===== src/rtl/cpu_types_pkg.sv =====
// ============================================================================
// Module   : cpu_types_pkg
// Purpose  : Shared CPU datapath types. Provides the datapath word type, the
//            branch-type encoding, the EX/MEM stage FSM state encoding and
//            the packed EX/MEM latch record, plus small helpers for the latch
//            bubble and the branch offset.
// Ports    : none (package)
// Revision : 1.0 - initial release
// ============================================================================
`default_nettype none

package cpu_types_pkg;

  localparam int WORD_W = 32;

  typedef logic [WORD_W-1:0] word_t;

  // Conditional-branch kind carried down from decode.
  typedef enum logic [1:0] {
    BR_NONE = 2'd0,
    BR_EQ   = 2'd1,
    BR_NE   = 2'd2,
    BR_LTZ  = 2'd3
  } branch_t;

  // EX/MEM stage FSM encodings. The plain constants are what the stage
  // compares against; the enum gives the same values a readable type.
  localparam logic [1:0] S_RUN    = 2'd0;
  localparam logic [1:0] S_EXC    = 2'd1;
  localparam logic [1:0] S_HALTED = 2'd2;

  typedef enum logic [1:0] {
    RUN    = S_RUN,
    EXC    = S_EXC,
    HALTED = S_HALTED
  } stage_state_t;

  // Contents of the EX/MEM pipeline latch.
  typedef struct packed {
    logic        valid;
    logic        regwr;
    logic        memrd;
    logic        memwr;
    logic        halt;
    logic [4:0]  wsel;
    word_t       alu_out;
    word_t       stdata;
  } ex_mem_t;

  // A bubble clears every control bit but leaves the data fields as they
  // were, so the data registers only toggle when real work is latched.
  function automatic ex_mem_t make_bubble(input ex_mem_t cur);
    ex_mem_t b;
    b       = cur;
    b.valid = 1'b0;
    b.regwr = 1'b0;
    b.memrd = 1'b0;
    b.memwr = 1'b0;
    b.halt  = 1'b0;
    return b;
  endfunction

  // Word-aligned branch displacement: immediate scaled by four.
  function automatic word_t branch_offset(input word_t imm);
    return {imm[WORD_W-3:0], 2'b00};
  endfunction

endpackage

`default_nettype wire


===== src/rtl/branch_resolve.sv =====
// ============================================================================
// Module   : branch_resolve
// Purpose  : Combinational conditional-branch resolution from the ALU flags.
//            BR_EQ is taken on zero, BR_NE on non-zero, BR_LTZ on negative.
//            The target is pc4 + (imm << 2), wrapping modulo 2^32.
//            Instruction validity is not considered here; the caller gates.
// Ports    : br     in  branch kind
//            z, n   in  ALU zero / negative flags
//            pc4    in  PC+4 of the instruction
//            imm    in  sign-extended immediate
//            taken  out branch condition satisfied
//            target out branch destination
// Revision : 1.0 - initial release
// ============================================================================
`default_nettype none

module branch_resolve
  import cpu_types_pkg::*;
(
  input  branch_t br,
  input  logic    z,
  input  logic    n,
  input  word_t   pc4,
  input  word_t   imm,
  output logic    taken,
  output word_t   target
);

  always_comb begin
    taken = 1'b0;
    case (br)
      BR_EQ:   taken = z;
      BR_NE:   taken = ~z;
      BR_LTZ:  taken = n;
      default: taken = 1'b0;
    endcase
  end

  assign target = pc4 + branch_offset(imm);

endmodule

`default_nettype wire


===== src/rtl/ex_mem_stage.sv =====
// ============================================================================
// Module   : ex_mem_stage
// Purpose  : EX/MEM pipeline boundary directly after the ALU. Resolves
//            conditional branches, optionally raises a signed-overflow trap,
//            and registers the EX results/controls into the EX/MEM latch with
//            stall, flush and halt handling.
// Config   : `OVF_TRAP_EN - when defined, trapping ADD/SUB with alu_v set
//            raise exc_ov, record epc and redirect to EXC_VECTOR through a
//            one-cycle EXC state. When undefined, alu_v/ex_trap_ov are
//            ignored, the FSM is RUN/HALTED only and exc_ov/epc read 0.
// Ports    : CLK, nRST                 clock, async active-low reset
//            ex_valid                  EX holds a real instruction
//            alu_out, alu_z/n/v        ALU result and flags
//            ex_pc4, ex_imm            PC+4 and sign-extended immediate
//            ex_br                     branch kind (branch_t encoding)
//            ex_trap_ov                instruction traps on overflow
//            ex_regwr/memrd/memwr/halt EX control bits
//            ex_wsel, ex_stdata        destination reg, store data
//            mem_stall                 freeze the latch
//            flush                     squash the EX instruction
//            mem_*                     latched controls and data
//            br_taken, br_target       registered PC redirect
//            exc_ov, epc               overflow pulse, faulting PC
//            ex_stall                  backpressure to EX/ID
// Revision : 1.0 - initial release
// ============================================================================
`default_nettype none

module ex_mem_stage
  import cpu_types_pkg::*;
#(
  parameter logic [WORD_W-1:0] EXC_VECTOR = 32'h0000_0080
) (
  input  logic              CLK,
  input  logic              nRST,
  input  logic              ex_valid,
  input  logic [WORD_W-1:0] alu_out,
  input  logic              alu_z,
  input  logic              alu_n,
  input  logic              alu_v,
  input  logic [WORD_W-1:0] ex_pc4,
  input  logic [WORD_W-1:0] ex_imm,
  input  logic [1:0]        ex_br,
  input  logic              ex_trap_ov,
  input  logic              ex_regwr,
  input  logic              ex_memrd,
  input  logic              ex_memwr,
  input  logic              ex_halt,
  input  logic [4:0]        ex_wsel,
  input  logic [WORD_W-1:0] ex_stdata,
  input  logic              mem_stall,
  input  logic              flush,
  output logic              mem_valid,
  output logic              mem_regwr,
  output logic              mem_memrd,
  output logic              mem_memwr,
  output logic              mem_halt,
  output logic [WORD_W-1:0] mem_alu_out,
  output logic [WORD_W-1:0] mem_stdata,
  output logic [4:0]        mem_wsel,
  output logic              br_taken,
  output logic [WORD_W-1:0] br_target,
  output logic              exc_ov,
  output logic [WORD_W-1:0] epc,
  output logic              ex_stall
);

  logic [1:0] state;
  ex_mem_t    lat;
  logic       br_taken_q;
  word_t      br_target_q;

  branch_t    br_type;
  logic       res_taken;
  word_t      res_target;
  logic       trap;
  logic       advance;

  assign br_type = branch_t'(ex_br);

  branch_resolve u_branch_resolve (
    .br     (br_type),
    .z      (alu_z),
    .n      (alu_n),
    .pc4    (ex_pc4),
    .imm    (ex_imm),
    .taken  (res_taken),
    .target (res_target)
  );

  // A RUN-state edge that is allowed to move the latch.
  assign advance = (state == S_RUN) && !mem_stall;

`ifdef OVF_TRAP_EN
  // Flush outranks the trap: a squashed instruction never faults.
  assign trap = ex_valid & ex_trap_ov & alu_v & ~flush;
`else
  assign trap = 1'b0;
  logic unused_ovf;
  assign unused_ovf = alu_v ^ ex_trap_ov;
`endif

  // --------------------------------------------------------------------------
  // Pipeline latch, redirect registers and stage FSM
  // --------------------------------------------------------------------------
  always_ff @(posedge CLK or negedge nRST) begin
    if (!nRST) begin
      state       <= S_RUN;
      lat         <= '0;
      br_taken_q  <= 1'b0;
      br_target_q <= '0;
    end else begin
      case (state)
        S_RUN: begin
          if (!mem_stall) begin
            if (flush || trap) begin
              // Squash or fault: the instruction never reaches MEM. A trap
              // also redirects fetch to the exception vector.
              lat        <= make_bubble(lat);
              br_taken_q <= trap;
              if (trap) begin
                br_target_q <= EXC_VECTOR;
                state       <= S_EXC;
              end
            end else begin
              lat <= '{valid:   ex_valid,
                       regwr:   ex_valid & ex_regwr,
                       memrd:   ex_valid & ex_memrd,
                       memwr:   ex_valid & ex_memwr,
                       halt:    ex_valid & ex_halt,
                       wsel:    ex_wsel,
                       alu_out: alu_out,
                       stdata:  ex_stdata};
              br_taken_q <= ex_valid & res_taken;
              if (ex_valid && res_taken) begin
                br_target_q <= res_target;
              end
              if (ex_valid && ex_halt) begin
                state <= S_HALTED;
              end
            end
          end
        end
`ifdef OVF_TRAP_EN
        S_EXC: begin
          // One recovery cycle: whatever EX holds is the wrong-path
          // instruction behind the fault, so it is discarded.
          if (!mem_stall) begin
            lat        <= make_bubble(lat);
            br_taken_q <= 1'b0;
            state      <= S_RUN;
          end
        end
`endif
        default: begin
          // HALTED: frozen until reset.
        end
      endcase
    end
  end

`ifdef OVF_TRAP_EN
  logic  exc_ov_q;
  word_t epc_q;

  // exc_ov is a strict one-cycle pulse, so it is cleared on every edge that
  // is not itself a trapping edge, even while the latch is stalled.
  always_ff @(posedge CLK or negedge nRST) begin
    if (!nRST) begin
      exc_ov_q <= 1'b0;
      epc_q    <= '0;
    end else begin
      exc_ov_q <= advance & trap;
      if (advance && trap) begin
        epc_q <= ex_pc4 - word_t'(4);
      end
    end
  end

  assign exc_ov = exc_ov_q;
  assign epc    = epc_q;
`else
  assign exc_ov = 1'b0;
  assign epc    = '0;
`endif

  assign mem_valid   = lat.valid;
  assign mem_regwr   = lat.regwr;
  assign mem_memrd   = lat.memrd;
  assign mem_memwr   = lat.memwr;
  assign mem_halt    = lat.halt;
  assign mem_wsel    = lat.wsel;
  assign mem_alu_out = lat.alu_out;
  assign mem_stdata  = lat.stdata;
  assign br_taken    = br_taken_q;
  assign br_target   = br_target_q;

  assign ex_stall = mem_stall | (state == S_EXC);

endmodule

`default_nettype wire

===== config.mk =====
export PLATFORM = sky130hd
export DESIGN_NAME = ex_mem_stage
export DESIGN_NICKNAME = d
export VERILOG_FILES = /design/src/rtl/cpu_types_pkg.sv /design/src/rtl/branch_resolve.sv /design/src/rtl/ex_mem_stage.sv
export SDC_FILE = /design/constraint.sdc
export NUM_CORES = 1
export LEC_CHECK = 0
export CORE_MARGIN = 2
export CORE_UTILIZATION = 45
export DETAILED_ROUTE_END_ITERATION = 7
export HOLD_SLACK_MARGIN = 0.08
export PLACE_DENSITY = 0.87
export SLEW_MARGIN = 20
export SYNTH_ARGS = -nofsm -noshare
export SYNTH_HDL_FRONTEND = slang
export SYNTH_SLANG_ARGS = --single-unit
export TNS_END_PERCENT = 30

===== constraint.sdc =====
create_clock -name CLK -period 5 [get_ports CLK]
set_input_delay 0.5 -clock CLK [delete_from_list [all_inputs] [get_ports CLK]]
set_output_delay 0.5 -clock CLK [all_outputs]
set_load 0.02 [all_outputs]

After elaboration in Yosys (flattened, before gate mapping)
Cells that the tools add are included.
{ "totals": {"elab_cells": 33, "output_inout_bits": 141, "ff_bits": 108, "inputBits": 148} }
{ "classes": {"n_reduce_logical": 7, "eq_ne": 3, "n_mux": 3, "addsub": 1, "n_bitwise": 8} }
{ "op_table": {"columns": ["cell", "n"], "rows": [
  ["74-bit two-way mux", 1],
  ["32-bit adder", 1],
  ["4-bit AND reduction", 2],
  ["1-bit AND", 5],
  ["2-bit equality test (second input constant)", 2],
  ["1-bit NOT", 3],
  ["1-bit one-hot mux with 3 select lines", 1],
  ["3-bit AND reduction", 1],
  ["2-bit by 1-bit equality test with 1-bit output (second input constant)", 1],
  ["1-bit logical AND", 2],
  ["2-bit logical NOT", 1],
  ["2-bit AND reduction", 1],
  ["1-bit two-way mux", 1]
]} }

Logic depth before layout (Yosys ltp)
{ "logic_depth": {"ltp_word": 4, "mapped_depth": 9, "mapped_depth_nobuf": 9} }

Modules after synthesis
From an unflattened synthesis, not the netlist that was laid out.
{ "hier_totals": {"hier_cells": 515, "hier_area_um2": 5950.7} }
{ "by_module_without_submodules": {"columns": ["mod", "area_each_um2", "n_inst", "cells_per_inst", "seq_area_each_um2"], "rows": [
  ["ex_mem_stage", 4267.8, 1, 267, 2702.6],
  ["branch_resolve", 1682.9, 1, 248, 0.0]
]} }

Worst setup path after synthesis
No wires, ideal clock.
{ "synth_timing": {"kind": "input-to-reg", "from": "input ex_pc4[2]", "to": "register br_target_q[30] (netlist: br_target[30])", "stages": 9, "path_buffers": 0, "setup_time_ps": 131, "arrival_time_ps": 2444, "t_required_ps": 4869, "path_slack_ps": 2424, "path_cell_list": "ha_1 -> inv_1 -> fa_1 -> nor2b_1 -> o211ai_1 -> a211o_1 -> and3_1 -> o2111a_1 -> or3_1"} }
{ "synth_via": {"elab_chain_cells": 1} }
{ "synth_lines": {"columns": ["element", "line_no", "source"], "rows": [
  ["start: declaration", "ex_mem_stage.sv:41", "input logic [WORD_W-1:0] ex_pc4,"],
  ["32-bit adder", "branch_resolve.sv:39", "assign target = pc4 + branch_offset(imm);"],
  ["end signal: assignment", "ex_mem_stage.sv:136", "br_target_q <= res_target;"],
  ["end: declaration", "ex_mem_stage.sv:71", "word_t br_target_q;"]
]} }
Every way passes these cells.
A chain may end at the register's enable or synchronous reset.

Worst setup path in the final report
Ends and elaborated chain as after synthesis.

==> results.toml <==
[synthesis]
synth_seq_cells = 108
synth_top_flop_cell = "dfrtp_1"
netlist_area_um2 = 6130
synth.top_cells.by_count = "108 x dfrtp_1, 70 x mux2_2, 69 x nand2_1"
yosysSeqAreaShare_pct = 44.1
synth.most_common_cell = "dfrtp_1"
yosysWarnings = 0
netlist_top_cells_area = "dfrtp_1 44%, mux2_2 13%, ha_1 5.9%"
syn_inst = 593
avgSynthCellArea_um2 = 10.3
synth_cell_types = 59
synthArstFlopShare_pct = 100
synth_top_area_share_pct = 44.1
yosysTopAreaCell = "dfrtp_1"
synth_edf_count = 0

[sta]
post-route-min-period_ps = 3000
slew_viol_final = 0
fin_crit_sh_pct = 60.1
fmax_ghz = 0.333
rsz0062_at_grt = "no"
setup_viol = 0
fin_ws_ps = 2000
finClkSkew_ps = 8.50
hold_violations = 0
slew_headroom_pct = 36.1
hold_slack_ps = 261
tns_ps = 0
tightest_slew_ps = 958

[power_and_ir_drop]
ir_worst_vdd_mv = 0.184
combPwrFrac_pct = 49.9
power_frac_clock_pct = 16.2
swShare_pct = 37.7
power_leakage_uw = 0.00367
p_switching_uw = 1620
p_int_uw = 2680
powerDensity_nw_per_um2 = 482
power.total_uw = 4290
seqPwrFrac_pct = 33.9

[clock_network]
postCtsSetupBuffers = 0
htree_num_levels = 3
hold_buffers = 0
clockBufferDepth = 2
cts_num_sinks = 108
cts-buffers-inserted = 9
worstSkewPairLatency_ps = 350
root_buffer = "clkbuf_16"
post_cts_resized = 0
cts_tree = "done"
cts.clk_slew.worst_paths_ps = 80

[critical_path]
r2r_cells = 5
critPathArrivalTime_ps = 3220
startpoint_type = "primary input"
crit_fanout = 5
worstPathRequired_ps = 5220
crit_path_end_kind = "register"
worstSetupPathType = "primary input to register"

[global_route]
grt_antenna_before_repair = 0
grt_start_max_net_pins = 76
grt_pass1_wl_um = 28700
grt_util_all_layers_pct = 25.4
grt_pass1_vias = 5370
gr-total-overflow = 0

[run]
max-cap-violations = 0

[place]
dp_hpwl_um = 14600
dpl_worst_slack_ps = 1700
port_buffers = 251
dpl-instance-area_um2 = 8630
gp_congestion = 0.859

[die]
rows = 42
floorplan.die_area_um2 = 14600
die_width_um = 121
ioPinCount = 289
core_area_um2 = 13300
die_h_um = 121
initial_utilization_pct = 46.1

[drt]
via_per_inst = 5.36
ant_nets = 0
wl_per_cell_um = 18.7
drcViolationCount = 0
drt_iter0_markers = 382
vias = 5399
firstDrtPassIters = 5
wl_um = 18800

[final_layout]
seq_area_um2 = 2700
antenna_cells = 0
design_area_um2 = 8920
nNetsFinal = 1005
fillers = 1016
syn_to_final_growth_pct = 45.5
layout-drive-gt1-share_pct = 12.0
multi_input_area_um2 = 3140

[run_status]
outcome = "finished clean"

[worst_hold_path]
hold_class = "primary input to asynchronous set/reset pin"
## final timing paths
check,startpoint,to,slack (ps)
worst max-delay path,ex_pc4[2],br_target[30],2000
worst min-delay path,nRST,br_target[22],260
worst max register to register,state[1],br_target[21],2620
worst min register to register,br_target[15],br_target[15],480
max in group asynchronous,nRST,mem_alu_out[28],3640
min in group CLK,br_target[15],br_target[15],480
## power groups by stage
stage          clock [µW]  sequential, µW  combinational (µW)
2_1_floorplan           0            1920                 585
6_report              696            1460                2140
3_5_place_dp            0            1470                2150
5_1_grt               751            1500                2250
4_1_cts               709            1460                2160
3_3_place_gp            0            1430                2120
## layer usage
layer	vias up	track usage [%]	wire (µm)
met4	0	8.87	480
li1	2570	-	-
met1	2557	30.6	7420
met2	241	44.8	9560
met5	-	0	0
met3	31	5.71	1360
## cells by family after synthesis
group / count (synthesis) / share of synthesized area, %
AND/OR/NAND/NOR: 155 / 12.2
AO/OA/AOI/OAI: 145 / 15.9
flip-flops: 108 / 44.1
buffers and inverters: 72 / 6.98
multiplexers: 70 / 12.9
adder cells (fa/ha/maj): 30 / 6.25
XOR/XNOR: 12 / 1.71
other: 1 / 0.0612
## registers in the layout, indices dropped and copies added, names as in the netlist
name         cells
mem_memrd        1
mem_stdata      32
mem_valid        1
mem_memwr        1
br_target       32
br_taken         1
mem_wsel         5
mem_halt         1
state            1
mem_regwr        1
mem_alu_out     32
## worst max-delay path, stage by stage
cell	delay, ps
clkdlybuf4s50_1	460
ha_1	200
inv_1	70
fa_1	410
nor2b_1	170
o211ai_1	230
a211o_1	330
and3_1	220
o2111a_1	270
or3_1	360
## final cells by class
type                            instances  area share, %
Clock buffer                           10           2.57
Tap cell                              176           2.47
Clock inverter                          6          0.631
Sequential cell                       108           30.3
Multi-Input combinational cell        445           35.2
Inverter                                9          0.379
Timing Repair Buffer                  254           28.4
## metrics by stage
step                utilization, %  cells
floorplan                        -    625
global placement              64.9    992
detailed placement            64.9    992
CTS                           67.1   1008
global route                  67.1   1008
finish                        67.1   1008
## cell usage in the layout, fill, tap and decap left out, types with 5 or more instances in the layout
cell / count
inv_1: 9
xnor2_1: 8
dfrtp_1: 108
clkdlybuf4s50_1: 250
or3_1: 8
a21o_1: 6
a21oi_1: 30
nor3_1: 5
nand4_1: 12
o21bai_1: 6
o21ai_0: 33
o211ai_1: 5
conb_1: 33
clkbuf_16: 9
mux2_2: 70
o31ai_1: 10
o21a_1: 7
nor2_1: 21
a32o_1: 5
nand3_1: 13
a211oi_1: 8
ha_1: 29
nand2_1: 69
o21ai_1: 6
a31oi_1: 5
Power figures use the tool's default switching activity.
